## src/rtl/alu_seq_pkg.sv

```systemverilog
// alu_seq_pkg
//   Shared definitions for the ALU operation sequencer:
//   - state_t          : sequencer phases IDLE -> READ -> EXEC -> WB
//   - field positions  : bit ranges of the 32-bit instruction word
//   - ALU_* constants  : operation codes carried in the op field
//   - sext15()         : 15-bit immediate to 32-bit sign extension
package alu_seq_pkg;

    typedef enum logic [1:0] {
        IDLE = 2'd0,
        READ = 2'd1,
        EXEC = 2'd2,
        WB   = 2'd3
    } state_t;

    // Instruction word layout
    localparam int OP_HI       = 31;
    localparam int OP_LO       = 28;
    localparam int IMM_SEL_BIT = 27;
    localparam int RD_HI       = 26;
    localparam int RD_LO       = 23;
    localparam int RS1_HI      = 22;
    localparam int RS1_LO      = 19;
    localparam int RS2_HI      = 18;
    localparam int RS2_LO      = 15;
    localparam int IMM_HI      = 14;
    localparam int IMM_LO      = 0;

    // ALU operation codes; the sequencer forwards op unchanged, so codes
    // 11..15 are simply passed through to the external ALU.
    localparam logic [3:0] ALU_ADD   = 4'd0;
    localparam logic [3:0] ALU_SUB   = 4'd1;
    localparam logic [3:0] ALU_AND   = 4'd2;
    localparam logic [3:0] ALU_OR    = 4'd3;
    localparam logic [3:0] ALU_XOR   = 4'd4;
    localparam logic [3:0] ALU_SLL   = 4'd5;
    localparam logic [3:0] ALU_SRL   = 4'd6;
    localparam logic [3:0] ALU_SRA   = 4'd7;
    localparam logic [3:0] ALU_SLT   = 4'd8;
    localparam logic [3:0] ALU_SLTU  = 4'd9;
    localparam logic [3:0] ALU_PASSB = 4'd10;

    // Replicate bit 14 into the upper 17 bits.
    function automatic logic [31:0] sext15(input logic [14:0] imm);
        return {{17{imm[14]}}, imm};
    endfunction

endpackage

```

## src/rtl/alu_seq_decode.sv

```systemverilog
// alu_seq_decode
//   Purely combinational field splitter and B-operand selector for the
//   latched instruction word.
//   Ports:
//     instr      in  32  latched instruction word
//     rf_rdata_b in  32  register-file read data for rs2
//     op         out 4   ALU operation select
//     rd         out 4   destination register
//     rs1 / rs2  out 4   source registers
//     operand_b  out 32  sign-extended immediate or rf_rdata_b
module alu_seq_decode
    import alu_seq_pkg::*;
(
    input  logic [31:0] instr,
    input  logic [31:0] rf_rdata_b,
    output logic [3:0]  op,
    output logic [3:0]  rd,
    output logic [3:0]  rs1,
    output logic [3:0]  rs2,
    output logic [31:0] operand_b
);

    logic        imm_sel_s;
    logic [14:0] imm_s;

    assign op        = instr[OP_HI:OP_LO];
    assign imm_sel_s = instr[IMM_SEL_BIT];
    assign rd        = instr[RD_HI:RD_LO];
    assign rs1       = instr[RS1_HI:RS1_LO];
    assign rs2       = instr[RS2_HI:RS2_LO];
    assign imm_s     = instr[IMM_HI:IMM_LO];

    // B operand: immediate form or second register operand.
    always_comb begin
        operand_b = rf_rdata_b;
        if (imm_sel_s) begin
            operand_b = sext15(imm_s);
        end else begin
            operand_b = rf_rdata_b;
        end
    end

endmodule

```

## src/rtl/alu_op_sequencer.sv

```systemverilog
// alu_op_sequencer
//   Multi-cycle controller: accepts one instruction word, reads the
//   register file, drives the external combinational ALU, and writes the
//   result back. One instruction in flight; phases IDLE/READ/EXEC/WB.
//   Ports:
//     clk, rst_n                  clock, asynchronous active-low reset
//     instr_valid/instr_ready     instruction handshake
//     instr                       32-bit instruction word
//     rf_raddr_a/b, rf_rdata_a/b  register-file read (1-cycle latency)
//     rf_we, rf_waddr, rf_wdata   register-file write port
//     alu_a, alu_b, alu_op        ALU operands and operation
//     alu_result                  combinational ALU result
//     done                        one-cycle retire pulse (WB cycle)
//     result                      last retired result
//     retired                     wrapping retired-instruction count
module alu_op_sequencer
    import alu_seq_pkg::*;
#(
    parameter int DATA_W = 32,
    parameter int RF_AW  = 4,
    parameter int CNT_W  = 16
) (
    input  logic              clk,
    input  logic              rst_n,
    input  logic              instr_valid,
    output logic              instr_ready,
    input  logic [31:0]       instr,
    output logic [RF_AW-1:0]  rf_raddr_a,
    output logic [RF_AW-1:0]  rf_raddr_b,
    input  logic [DATA_W-1:0] rf_rdata_a,
    input  logic [DATA_W-1:0] rf_rdata_b,
    output logic              rf_we,
    output logic [RF_AW-1:0]  rf_waddr,
    output logic [DATA_W-1:0] rf_wdata,
    output logic [DATA_W-1:0] alu_a,
    output logic [DATA_W-1:0] alu_b,
    output logic [3:0]        alu_op,
    input  logic [DATA_W-1:0] alu_result,
    output logic              done,
    output logic [DATA_W-1:0] result,
    output logic [CNT_W-1:0]  retired
);

    state_t              state_r;
    logic [31:0]         instr_r;     // latched instruction word
    logic [DATA_W-1:0]   res_r;       // latched ALU result
    logic                ready_r;
    logic                we_r;
    logic                done_r;
    logic [DATA_W-1:0]   result_r;
    logic [CNT_W-1:0]    retired_r;

    logic [3:0]          op_s;
    logic [3:0]          rd_s;
    logic [3:0]          rs1_s;
    logic [3:0]          rs2_s;
    logic [31:0]         operand_b_s;

    alu_seq_decode u_decode (
        .instr      (instr_r),
        .rf_rdata_b (rf_rdata_b),
        .op         (op_s),
        .rd         (rd_s),
        .rs1        (rs1_s),
        .rs2        (rs2_s),
        .operand_b  (operand_b_s)
    );

    // Datapath outputs follow the latched word in every state; rf_we alone
    // marks the cycle in which they are meaningful for a write.
    assign rf_raddr_a  = rs1_s;
    assign rf_raddr_b  = rs2_s;
    assign alu_a       = rf_rdata_a;
    assign alu_b       = operand_b_s;
    assign alu_op      = op_s;
    assign rf_waddr    = rd_s;
    assign rf_wdata    = res_r;
    assign instr_ready = ready_r;
    assign rf_we       = we_r;
    assign done        = done_r;
    assign result      = result_r;
    assign retired     = retired_r;

    // Sequencer FSM with registered handshake, write-enable and retire outputs.
    // Retire bookkeeping (done, result, retired, rf_we) is loaded on the
    // EXEC->WB edge so all of it becomes visible together in the WB cycle.
    always_ff @(posedge clk or negedge rst_n) begin
        if (!rst_n) begin
            state_r   <= IDLE;
            instr_r   <= 32'd0;
            res_r     <= {DATA_W{1'b0}};
            ready_r   <= 1'b1;
            we_r      <= 1'b0;
            done_r    <= 1'b0;
            result_r  <= {DATA_W{1'b0}};
            retired_r <= {CNT_W{1'b0}};
        end else begin
            case (state_r)
                IDLE: begin
                    we_r   <= 1'b0;
                    done_r <= 1'b0;
                    if (instr_valid && ready_r) begin
                        instr_r <= instr;
                        ready_r <= 1'b0;
                        state_r <= READ;
                    end else begin
                        ready_r <= 1'b1;
                        state_r <= IDLE;
                    end
                end
                READ: begin
                    // Addresses are presented this cycle; data arrives in EXEC.
                    ready_r <= 1'b0;
                    we_r    <= 1'b0;
                    done_r  <= 1'b0;
                    state_r <= EXEC;
                end
                EXEC: begin
                    res_r     <= alu_result;
                    result_r  <= alu_result;
                    we_r      <= (rd_s != 4'd0);
                    done_r    <= 1'b1;
                    retired_r <= retired_r + CNT_W'(1);
                    ready_r   <= 1'b0;
                    state_r   <= WB;
                end
                WB: begin
                    we_r    <= 1'b0;
                    done_r  <= 1'b0;
                    ready_r <= 1'b1;
                    state_r <= IDLE;
                end
                default: begin
                    we_r    <= 1'b0;
                    done_r  <= 1'b0;
                    ready_r <= 1'b1;
                    state_r <= IDLE;
                end
            endcase
        end
    end

endmodule
```

## config.mk

```make
export PLATFORM = sky130hd
export DESIGN_NAME = alu_op_sequencer
export DESIGN_NICKNAME = d
export VERILOG_FILES = /design/src/rtl/alu_seq_pkg.sv /design/src/rtl/alu_seq_decode.sv /design/src/rtl/alu_op_sequencer.sv
export SDC_FILE = /design/constraint.sdc
export NUM_CORES = 1
export LEC_CHECK = 0
export CORE_ASPECT_RATIO = 0.5
export CORE_MARGIN = 3
export CORE_UTILIZATION = 34
export CTS_BUF_LIST = sky130_fd_sc_hd__clkbuf_4 sky130_fd_sc_hd__clkbuf_8
export DETAILED_ROUTE_END_ITERATION = 8
export PLACE_DENSITY = 0.8
export SKIP_LAST_GASP = 1
export SYNTH_ARGS = -nofsm -noshare
export SYNTH_HDL_FRONTEND = slang
export SYNTH_HIERARCHICAL = 1
export SYNTH_SLANG_ARGS = --single-unit
```

## constraint.sdc

```tcl
create_clock -name clk -period 1.3 [get_ports clk]
set_input_delay 0.39 -clock clk [delete_from_list [all_inputs] [get_ports clk]]
set_output_delay 0.39 -clock clk [all_outputs]
set_load 0.02 [all_outputs]
```

==> reports/metrics.yaml <==
worst_setup_path:
  cp_data_arrival_time_ns: 1.61
  endpoint_kind: "output port"
  path_cells: "buf_12, buf_12, mux2_4, buf_6"
  reg2reg_depth: 6
  startpoint: "instr_r[27]"
  critPathTopFamily: "flip-flops"
  cp-start-kind: "flip-flop"
  r2r-start: "state_r[0]"
  worst_path_max_delay_cell: "dfrtp_2"
  crit_cells: 4
  regToRegEndpoint: "retired[15]"
  rrSetupSlack_ns: -0.20
  crit_path_end: "alu_b[19]"
  crit_type: "flip-flop to output port"
  cp_num_buf_inv: 3
  crit_fanout: 5
  critPathMaxStageDelay_ns: 0.51
  cpMostUsedCell: "buf_12"
  critPathRequiredTime_ns: 0.91
logic_synthesis:
  ys.flop_type: "dfrtp_1"
  avgSynthCellArea_sq_um: 13.7
  async_flop_share: 1.00
  synth_edf_count: 0
  synth_seq_cells: 85
  syn_area_sq_um: 4430
  yosysTopAreaCellShare: 0.475
  synth_cell_type_count: 25
  synth_nets: 459
  yosys-top-cells-count: "buf_4, dfrtp_1, mux2_2, mux2_4, xnor2_1"
  synth_cells: 324
  yosysWarnings: 6
  yosysTopAreaCell: "dfrtp_1"
  ys_seq_area_frac: 0.481
  yosys-top-cells-area: "dfrtp_1, mux2_2, buf_4, mux2_4, xnor2_1"
sta:
  finalSetupViolCount: 183
  finalHoldViolations: 0
  finalMaxSlewViolations: 0
  min_period_over_period: 1.54
  rsz0062_at_grt: "yes"
  finClkSkew_ns: 0.00922
  relSlewSlack: 0.780
  clock.fmax_mhz: 500
  fin_tns_setup_ns: -32.09
  finalWorstSetupSlack_ns: -0.698
  worst_slew_pin_slew_ns: 0.328
  fin_crit_ns: 2.00
cells_and_area:
  final_cells: 738
  area_growth_pct: 77.5
  layout.nets: 703
  drive_above_1_share: 0.637
  num_antenna_cells: 0
die:
  die_h_um: 86.7
  start_util: 0.361
  io_pins: 294
  rows: 28
  core_sq_um: 12300
  dieWidth_um: 167
  die_area_sq_um: 14500
placement:
  place_hpwl_mm: 8.94
  routabilityCongestion: 0.750
  port_buffers: 229
  place_inst: 665
drt:
  ant_nets: 0
  via_per_inst: 4.48
  drt-wirelength-per-cell_um: 18.3
  drc: 0
  drt_iter0_drc: 118
  wl_mm: 13.5
  num_vias: 3304
  drtPass1Iterations: 4
job:
  max_cap_viol_count: 0
clocking:
  cts.path.max_buffers: 2
  cts.sink_count: 85
  htreeDepth: 3
  cts_buffers: 9
  clock_latency_ns: 0.37
  cts-root-buf: "clkbuf_8"
  tritoncts: "done"
  path_clk_slew_ns: 0.08
global_route:
  grt_max_degree: 49
  grt_pass1_wl_mm: 19.6
  antenna_found_initial: 0
  first_global_vias: 3587
  grt_overflow: 0
  grt.total_usage: 0.173
power:
  power.internal_mw: 13.5
  p_sw_mw: 7.91
  seq_power_share: 0.235
  vdd_drop_max_mv: 1.49
  p_sw_frac: 0.370
  combPwrFrac: 0.667
  power_density_nw_per_um2: 2720
  leakage_nw: 3.74
  pwr-share-clk: 0.098
status:
  violations: "setup timing"
  run_status: "complete, but fails checks"
hold_path:
  min_path_type: "flip-flop to flip-flop"
  holdPathStages: 1
## kinds of logic after synthesis
logic type / after synthesis / synth area share
multiplexers: 97 / 0.272
AO/OA/AOI/OAI: 2 / 0.00283
adder cells (fa/ha/maj): 4 / 0.0113
AND/OR/NAND/NOR: 25 / 0.0367
flip-flops: 85 / 0.481
XOR/XNOR: 15 / 0.0297
buffers and inverters: 96 / 0.166
## cell type report
cell class	instances	area, sq um
Timing Repair Buffer	325	3480
Clock inverter	4	72.6
Inverter	4	15.0
Sequential cell	85	2130
Tap cell	165	206
Multi-Input combinational cell	143	1800
Clock buffer	12	146
Fill cell	884	4400
## routing by layer
| layer | vias to the layer above | wire (um) | share of wire | GRT usage |
|---|---|---|---|---|
| met5 | - | 0 | 0 | 0 |
| met4 | 0 | 241 | 0.018 | 0.0661 |
| met3 | 26 | 677 | 0.050 | 0.0437 |
| met2 | 98 | 7900 | 0.58 | 0.334 |
| met1 | 1678 | 4710 | 0.35 | 0.185 |
| li1 | 1502 | - | - | - |
## sequential cells by signal (all words and copies together) (netlist names)
signal and flops:
rf_we 1, retired 16, instr_r 32, instr_ready 1, state_r 2, done 1, result 32
## through the flow
stage          total power, mW  cell area, sq um   util  hold WS (ns)  worst slack, ns
6_report                  21.4              7860  0.641         0.512           -0.698
5_1_grt                   22.4              7860  0.641         0.530           -0.758
4_1_cts                   19.7              7350  0.599         0.512           -0.760
3_5_place_dp              16.4              6740  0.550         0.387           -0.731
3_3_place_gp              16.1              6740  0.550         0.382           -0.724
2_1_floorplan             12.4              4610      -        0.0944          -0.0582
## worst min-delay path by stage
stage                        endpoint  slack [ns]        start
after floorplan                  done        0.09        rst_n
after global placement      result[4]        0.38        rst_n
after detailed placement   result[25]        0.39        rst_n
after CTS                 instr_r[11]        0.51  instr_r[11]
after global routing      instr_r[13]        0.53  instr_r[13]
final                      instr_r[5]        0.51   instr_r[5]
## placed cells by master, fill, tap and decap left out, types with 5 or more instances in the layout
master and count:
buf_6 140, dfrtp_1 79, xnor2_1 11, dfrtp_2 5
mux2_2 31, buf_4 64, buf_12 15, nand2_1 6
mux2_4 66, clkbuf_8 9, clkdlybuf4s50_1 97
## power groups by stage
| stage | clock network (mW) | registers (mW) | logic, mW |
|---|---|---|---|
| 3_5_place_dp | 0 | 4.76 | 11.6 |
| 4_1_cts | 2.16 | 4.87 | 12.7 |
| 2_1_floorplan | 0 | 5.46 | 6.91 |
| 3_3_place_gp | 0 | 4.69 | 11.4 |
| 6_report | 2.09 | 5.03 | 14.3 |
| 5_1_grt | 2.28 | 5.21 | 14.9 |
## worst register-to-register path, cell delays in order, from the launching register on
cell and delay, ns:
dfrtp_1 0.40, inv_2 0.12, ha_4 0.23, nand3_4 0.11, nor3_4 0.23, nand3_1 0.15, xnor2_1 0.15
## timing repair
action / in CTS / in global routing
pin swaps: 6 / 7
endpoints found under the hold margin: 36 / 0
endpoints found under the setup margin: 206 / 213
gates resized for setup: 655 / 185
cloned: 6 / 2
setup buffers: 30 / 25
hold buffers: 1 / 0
Power figures use the tool's default switching activity.
